[config.mk]
export PLATFORM = sky130hd
export DESIGN_NAME = serial_to_parallel_rx
export DESIGN_NICKNAME = d
export VERILOG_FILES = /design/src/rtl/phy_pkg.sv /design/src/rtl/serial_to_parallel_rx.sv
export SDC_FILE = /design/constraint.sdc
export NUM_CORES = 1
export LEC_CHECK = 0
export CAP_MARGIN = 20
export CORE_AREA = 2 2 47 49
export DETAILED_ROUTE_END_ITERATION = 6
export DIE_AREA = 0 0 49 51
export GPL_TIMING_DRIVEN = 0
export PLACE_DENSITY = 0.78
export SLEW_MARGIN = 5
export SYNTH_ARGS = -nofsm -noshare
export SYNTH_HDL_FRONTEND = slang
export SYNTH_SLANG_ARGS = --single-unit
[constraint.sdc]
create_clock -name clk_32f -period 2.1 [get_ports clk_32f]
set_clock_uncertainty 0.15 [all_clocks]
set_input_delay 0.42 -clock clk_32f [delete_from_list [all_inputs] [get_ports clk_32f]]
set_output_delay 0.42 -clock clk_32f [all_outputs]
set_load 0.03 [all_outputs]
[src/rtl/phy_pkg.sv]
// Shared constants and FSM encoding for the serial byte receiver.
// The comma byte marks byte alignment; LOCK_COMMAS aligned commas are needed to lock.
package phy_pkg;

  localparam logic [7:0] COMMA = 8'hBC;
  localparam int unsigned LOCK_COMMAS = 4;

  typedef enum logic [1:0] {
    StSearch = 2'd0,
    StSync   = 2'd1,
    StActive = 2'd2
  } rx_state_e;

  function automatic logic is_comma(input logic [7:0] b);
    return b == COMMA;
  endfunction

endpackage

[src/rtl/serial_to_parallel_rx.sv]
// Serial-to-parallel receiver: hunts for the comma byte, locks after four aligned commas,
// then delivers one registered data byte per eight bit clocks.
module serial_to_parallel_rx
  import phy_pkg::*;
(
  input  logic       clk_32f,
  input  logic       reset,
  input  logic       data_in,
  output logic [7:0] data_out,
  output logic       valid_out,
  output logic       active,
  output logic       byte_tick
);

  localparam logic [2:0] LockLast = 3'(LOCK_COMMAS - 1);

  rx_state_e  state_q, state_d;
  logic [6:0] shift_q, shift_d;
  logic [2:0] bit_cnt_q, bit_cnt_d;
  logic [2:0] bc_cnt_q, bc_cnt_d;
  logic [7:0] data_out_q, data_out_d;
  logic       valid_q, valid_d;
  logic       active_q, active_d;
  logic       tick_q, tick_d;

  logic [7:0] cand;
  logic       boundary;
  logic       cand_comma;

  // Only the low seven bits of the shift register ever reach the next candidate.
  assign cand       = {shift_q, data_in};
  assign boundary   = (bit_cnt_q == 3'd7);
  assign cand_comma = is_comma(cand);
  assign shift_d    = cand[6:0];

  // State register
  always_ff @(posedge clk_32f) begin
    if (!reset) begin
      state_q <= StSearch;
    end else begin
      state_q <= state_d;
    end
  end

  // Next-state and counter logic
  always_comb begin
    state_d   = state_q;
    bit_cnt_d = bit_cnt_q + 3'd1;
    bc_cnt_d  = bc_cnt_q;
    unique case (state_q)
      StSearch: begin
        bit_cnt_d = 3'd0;
        if (cand_comma) begin
          state_d  = StSync;
          bc_cnt_d = 3'd1;
        end
      end
      StSync: begin
        if (boundary) begin
          if (!cand_comma) begin
            state_d  = StSearch;
            bc_cnt_d = 3'd0;
          end else if (bc_cnt_q == LockLast) begin
            state_d  = StActive;
            bc_cnt_d = 3'd0;
          end else begin
            bc_cnt_d = bc_cnt_q + 3'd1;
          end
        end
      end
      StActive: begin
        state_d = StActive;
      end
      default: begin
        state_d  = StSearch;
        bc_cnt_d = 3'd0;
      end
    endcase
  end

  // Output logic; every output is a flop so nothing combinational leaves the block
  always_comb begin
    data_out_d = data_out_q;
    valid_d    = valid_q;
    tick_d     = 1'b0;
    active_d   = (state_d == StActive);
    if ((state_q == StActive) && boundary) begin
      tick_d = 1'b1;
      if (cand_comma) begin
        valid_d = 1'b0;
      end else begin
        data_out_d = cand;
        valid_d    = 1'b1;
      end
    end
  end

  // Datapath registers
  always_ff @(posedge clk_32f) begin
    if (!reset) begin
      shift_q    <= 7'd0;
      bit_cnt_q  <= 3'd0;
      bc_cnt_q   <= 3'd0;
      data_out_q <= 8'h00;
      valid_q    <= 1'b0;
      active_q   <= 1'b0;
      tick_q     <= 1'b0;
    end else begin
      shift_q    <= shift_d;
      bit_cnt_q  <= bit_cnt_d;
      bc_cnt_q   <= bc_cnt_d;
      data_out_q <= data_out_d;
      valid_q    <= valid_d;
      active_q   <= active_d;
      tick_q     <= tick_d;
    end
  end

  assign data_out  = data_out_q;
  assign valid_out = valid_q;
  assign active    = active_q;
  assign byte_tick = tick_q;

endmodule
Yosys cells after proc, flatten, opt, wreduce, memory -nomap -nowiden
Index checks and enable logic that the tools add are counted.
{ "word_totals": {"elab_cells": 38, "rom_bits": 0, "in_bits": 3, "mem_count": 0, "register_bits": 26, "mem_bits_rw": 0, "out_inout_bits": 11, "latch_bits": 0} }
{ "classes": {"bitwise": 3, "n_mux": 12, "shift": 0, "reduce_logical": 5, "n_eq_ne": 8, "div": 0, "mul": 0, "add_sub_neg": 2, "magnitude_cmp": 0} }
{ "op_table": {"columns": ["op", "count"], "rows": [
  ["$mux 3", 4],
  ["$pmux 3 s3", 1],
  ["$eq 8x8->1 const B", 1],
  ["$mux 2", 4],
  ["$add 3x1->3 const B", 2],
  ["$pmux 2 s3", 1],
  ["$eq 2x2->1 const B", 2],
  ["$ne 2x2->1 const B", 2],
  ["$eq 3x2->1 const B", 1],
  ["$eq 3x3->1 const B", 1],
  ["$not 1->1", 3],
  ["$reduce_and 3->1", 1],
  ["$eq 2x1->1 const B", 1],
  ["$logic_not 2->1", 1],
  ["$mux 1", 2],
  ["$reduce_and 2->1", 1],
  ["$reduce_or 2->1", 1],
  ["$logic_and 1x1->1", 1]
]} }

Longest topological paths before layout
{ "logic_depth": {"word_depth": 6, "mapped_depth": 7, "depth_no_buf": 6} }

Worst setup path after synthesis
Ideal clock, no wire load.
{ "synth_timing": {"path_type": "input to register", "from": "in data_in", "to": "reg bc_cnt_q[0]", "t_required_ns": 1.890, "stages": 5, "n_path_buf": 1, "t_arrival_ns": 1.675, "setup_ns": 0.060, "slack_ns": 0.215, "path_cell_list": "or4b_4 > or2_1 > buf_2 > nor4_2 > o221a_1"} }
{ "synth_via": {"elab_chain_len": 4, "word_cells_on_any_way": 6, "classes_between": "2 x eq/ne; 3 x mux; 1 x reduce/logical"} }
{ "synth_rtl": {"columns": ["element", "line_no", "text"], "rows": [
  ["start, declared", "serial_to_parallel_rx.sv:8", "input logic data_in,"],
  ["$eq 8x8->1 (*)", "phy_pkg.sv:15", "return b == COMMA;"],
  ["$mux 3", "serial_to_parallel_rx.sv:60", "if (!cand_comma) begin"],
  ["$mux 3", "serial_to_parallel_rx.sv:59", "if (boundary) begin"],
  ["$pmux 3 s3", "serial_to_parallel_rx.sv:50", "unique case (state_q)"],
  ["end signal, assigned", "serial_to_parallel_rx.sv:111", "bc_cnt_q <= bc_cnt_d;"],
  ["end, declared", "serial_to_parallel_rx.sv:20", "logic [2:0] bc_cnt_q, bc_cnt_d;"]
]} }
Every way passes the cells marked *; elsewhere a longest branch is shown, timed or not. The select of a mux whose other input is x is not followed.
A chain may end at the register's enable or synchronous reset.

Final worst setup path
{ "layout_timing": {"from": "reg data_out_q[7] (netlist: data_out[7])", "to": "out data_out[7]"} }
{ "layout_rtl": {"columns": ["element", "line_no", "text"], "rows": [
  ["start, declared", "serial_to_parallel_rx.sv:21", "logic [7:0] data_out_q, data_out_d;"],
  ["start signal, assigned", "serial_to_parallel_rx.sv:112", "data_out_q <= data_out_d;"],
  ["end, declared", "serial_to_parallel_rx.sv:9", "output logic [7:0] data_out,"]
]} }
No word-level cell between the ends.

==> impl_metrics.sql <==
INSERT INTO impl_metrics (metric_group, metric, value, unit) VALUES
('min_path', 'hp-class', 'reg -> reg', ''),
('logic_synthesis', 'fraction_of_synthesis_flops_using_an_asynchronous_set_or_reset_pin', '0', '%'),
('sta', 'timing_hold_violations_final', '0', ''),
('logic_synthesis', 'post_synth_instance_area', '982', 'um2'),
('logic_synthesis', 'complex_gate_fraction_of_the_synthesized_area', '11.0', '%'),
('finish', 'final_net_count', '131', ''),
('logic_synthesis', 'netlist-cell-type-count', '30', ''),
('global_route', 'antenna_found_initial', '0', ''),
('cts', 'clock-sinks', '26', ''),
('critical_path', 'crit_path_start_kind', 'register', ''),
('critical_path', 'critical_path_slowest_stage_cell', 'sky130_fd_sc_hd__clkdlybuf4s50_1', ''),
('place', 'finalWeightedCongestion', '0.776', ''),
('die', 'die-width', '49', 'um'),
('logic_synthesis', 'synth-seq-area-share', '53.0', '%'),
('power_and_ir_drop', 'switchingPower', '0.000156', 'W'),
('power_and_ir_drop', 'p_comb_share', '2.4', '%'),
('logic_synthesis', 'synth_top_flop_cell', 'sky130_fd_sc_hd__dfxtp_1', ''),
('die', 'num_rows', '17', ''),
('die', 'top_level_ports', '14', ''),
('critical_path', 'crit-reg2reg-capture', 'bc_cnt_q[0]', ''),
('critical_path', 'worst_ep_arrival_time', '1360', 'ps'),
('logic_synthesis', 'yosys.area_share.adder', '3.82', '%'),
('critical_path', 'timing.critical_path.cells', 'clkdlybuf4s50_1', ''),
('die', 'core-area', '2060', 'um2'),
('logic_synthesis', 'avgSynthCellArea', '9.18', 'um2'),
('cts', 'post_cts_hold_buffer_count', '0', ''),
('run_status', 'result_of_the_run', 'finished clean', ''),
('logic_synthesis', 'synth_edf_count', '0', ''),
('sta', 'worst_pin_slew', '417', 'ps'),
('critical_path', 'crit_path_end_kind', 'output port', ''),
('power_and_ir_drop', 'peakVddDrop', '525', 'uV'),
('place', 'dp_hpwl', '1.30', 'mm'),
('routing', 'via_per_inst', '5.09', ''),
('routing', 'drt_drc_violations_left', '0', ''),
('global_route', 'grt_overflow', '0', ''),
('power_and_ir_drop', 'p_per_area', '645', 'nW/um2'),
('logic_synthesis', 'synth.largest_area_cell', 'sky130_fd_sc_hd__dfxtp_1', ''),
('cts', 'cts-buffers-inserted', '3', ''),
('critical_path', 'r2r-start', 'shift_q[5]', ''),
('cts', 'worst_case_clock_buffer_depth', '2', ''),
('sta', 'final.period_utilization', '91.7', '%'),
('logic_synthesis', 'ys_ff_latch', '26', ''),
('finish', 'layout-drive-gt1-share', '9.68', '%'),
('power_and_ir_drop', 'fin_total_pwr', '0.000765', 'W'),
('logic_synthesis', 'synth.mux.area_fraction', '0', '%'),
('cts', 'cts_root_buffer', 'sky130_fd_sc_hd__clkbuf_4', ''),
('critical_path', 'reg2reg_slack', '190', 'ps'),
('global_route', 'grt_pass1_wl', '3.09', 'mm'),
('sta', 'grt_setup_unrepaired', 'no', ''),
('critical_path', 'critPathBufInv', '1', ''),
('routing', 'drt.antenna.violating_nets', '0', ''),
('finish', 'number_of_antenna_cells_inserted', '0', ''),
('power_and_ir_drop', 'static-leakage-power', '0.498', 'nW'),
('sta', 'final.min_clock_period', '1930', 'ps'),
('min_path', 'hold_path.startpoint', 'bit_cnt_q[0]', ''),
('logic_synthesis', 'number_of_warnings_issued_by_yosys', '0', ''),
('power_and_ir_drop', 'sequential_power_share', '65.1', '%'),
('sta', 'drv_slew', '0', ''),
('routing', 'vias', '774', ''),
('place', 'post-place-cells', '148', ''),
('sta', 'relSlewSlack', '72.2', '%'),
('critical_path', 'critical_path_class', 'reg -> out', ''),
('logic_synthesis', 'yosysTopAreaCellShare', '53.0', '%'),
('critical_path', 'reg2regPathDepth', '5', ''),
('logic_synthesis', 'dominant_cells_by_area_after_synthesis', 'sky130_fd_sc_hd__dfxtp_1, sky130_fd_sc_hd__nand3_1, sky130_fd_sc_hd__nand2_1', ''),
('logic_synthesis', 'mappedNetlistNets', '113', ''),
('logic_synthesis', 'instance_count_of_the_mapped_netlist', '107', ''),
('die', 'die_height', '51', 'um'),
('min_path', 'min_delay_path_depth', '1', ''),
('critical_path', 'cpPeakStageDelay', '680', 'ps'),
('critical_path', 'kind_of_cell_adding_the_most_delay_to_the_critical_path', 'buffers and inverters', '');
==> cell families (layout without fill, tap and decap cells) <==
kind of cell	after synthesis	in the layout
AO/OA/AOI/OAI	16	16
AND/OR/NAND/NOR	50	50
adder cells (fa/ha/maj)	3	3
flip-flops	26	26
buffers and inverters	12	29
==> routing by layer <==
| layer | up-vias | share of wire, % | GRT usage, % |
|---|---|---|---|
| met5 | - | 0 | 0 |
| met4 | 0 | 0.85 | 5.71 |
| met3 | 2 | 3.9 | 2.63 |
| met2 | 12 | 50 | 28.8 |
| met1 | 364 | 45 | 18.3 |
| li1 | 396 | - | - |
==> placed cells by master, fill, tap and decap left out, drive strengths merged, types with 2 or more instances in the layout <==
| cell | n |
|---|---|
| dfxtp | 26 |
| nand2 | 14 |
| clkdlybuf4s50 | 12 |
| nand3 | 11 |
| o21ai | 8 |
| clkbuf | 8 |
| inv | 5 |
| nand2b | 4 |
| and2 | 4 |
| nor2 | 4 |
| ha | 3 |
| buf | 3 |
| nand4 | 2 |
| nor3 | 2 |
| a31o | 2 |
| and3 | 2 |
| or2 | 2 |
==> power by group through the flow <==
stage                     Combinational [W]  Sequential [W]  Clock [W]
after global placement            0.0000186        0.000509          0
after detailed placement          0.0000189        0.000509          0
after global routing              0.0000200        0.000499   0.000267
final                             0.0000183        0.000498   0.000248
after floorplan                   0.0000102        0.000508          0
after CTS                         0.0000184        0.000498   0.000255
==> per-stage QoR <==
stage               util [%]  area (um2)  hold WS, ps  setup slack [ps]
global route            57.5        1190          302               109
detailed placement      55.6        1150          265              -364
CTS                     57.5        1190          284               163
floorplan                  -         982          246               215
global placement        55.6        1150          257              -309
finish                  57.5        1190          281               174
==> state kept, by name, indices dropped and copies added, names as in the netlist <==
register	cells
shift_q	7
data_out	8
active	1
bit_cnt_q	3
bc_cnt_q	3
state_q	2
valid_out	1
byte_tick	1
==> final cells by class <==
class / count / area, um2 / share of cell area (%)
buffer: 7 / 28.8 / 2.43
clock buffer: 4 / 36.3 / 3.06
inverter: 5 / 18.8 / 1.58
multi-input combinational: 69 / 418 / 35.2
sequential: 26 / 520 / 43.9
tap: 28 / 35.0 / 2.95
timing repair buffer: 13 / 129 / 10.9
==> what timing repair did <==
action                     CTS  global route
setup buffers                0             0
resized for setup            2             0
setup endpoints to repair    2             0
==> cell usage after synthesis, types with 2 or more instances <==
| cell | count |
|---|---|
| sky130_fd_sc_hd__and3_1 | 2 |
| sky130_fd_sc_hd__clkbuf_1 | 4 |
| sky130_fd_sc_hd__nor3_1 | 2 |
| sky130_fd_sc_hd__inv_1 | 5 |
| sky130_fd_sc_hd__buf_2 | 2 |
| sky130_fd_sc_hd__nor2_1 | 4 |
| sky130_fd_sc_hd__nand4_1 | 2 |
| sky130_fd_sc_hd__ha_1 | 3 |
| sky130_fd_sc_hd__o21ai_0 | 7 |
| sky130_fd_sc_hd__dfxtp_1 | 26 |
| sky130_fd_sc_hd__and2_1 | 4 |
| sky130_fd_sc_hd__nand2b_1 | 4 |
| sky130_fd_sc_hd__nand2_1 | 14 |
| sky130_fd_sc_hd__nand3_1 | 11 |
| sky130_fd_sc_hd__a31o_2 | 2 |
==> worst max path at each step <==
stage                      from     endpoint  slack (ps)  depth (start not counted)
floorplan               data_in  bc_cnt_q[0]         220                          5
global placement        data_in  data_out[2]        -310                          6
detailed placement      data_in  data_out[6]        -360                          6
CTS                 data_out[7]  data_out[7]         160                          1
global route         shift_q[5]  bc_cnt_q[0]         110                          5
finish              data_out[7]  data_out[7]         170                          1
==> worst reg2reg max path: cells and delay by family, from the launching register on <==
family,cells,cell delay [ps]
compound gates,1,200
buf+inv,1,150
flops,1,350
simple gates,3,1000
No activity file was read; power rests on OpenSTA's default activity.
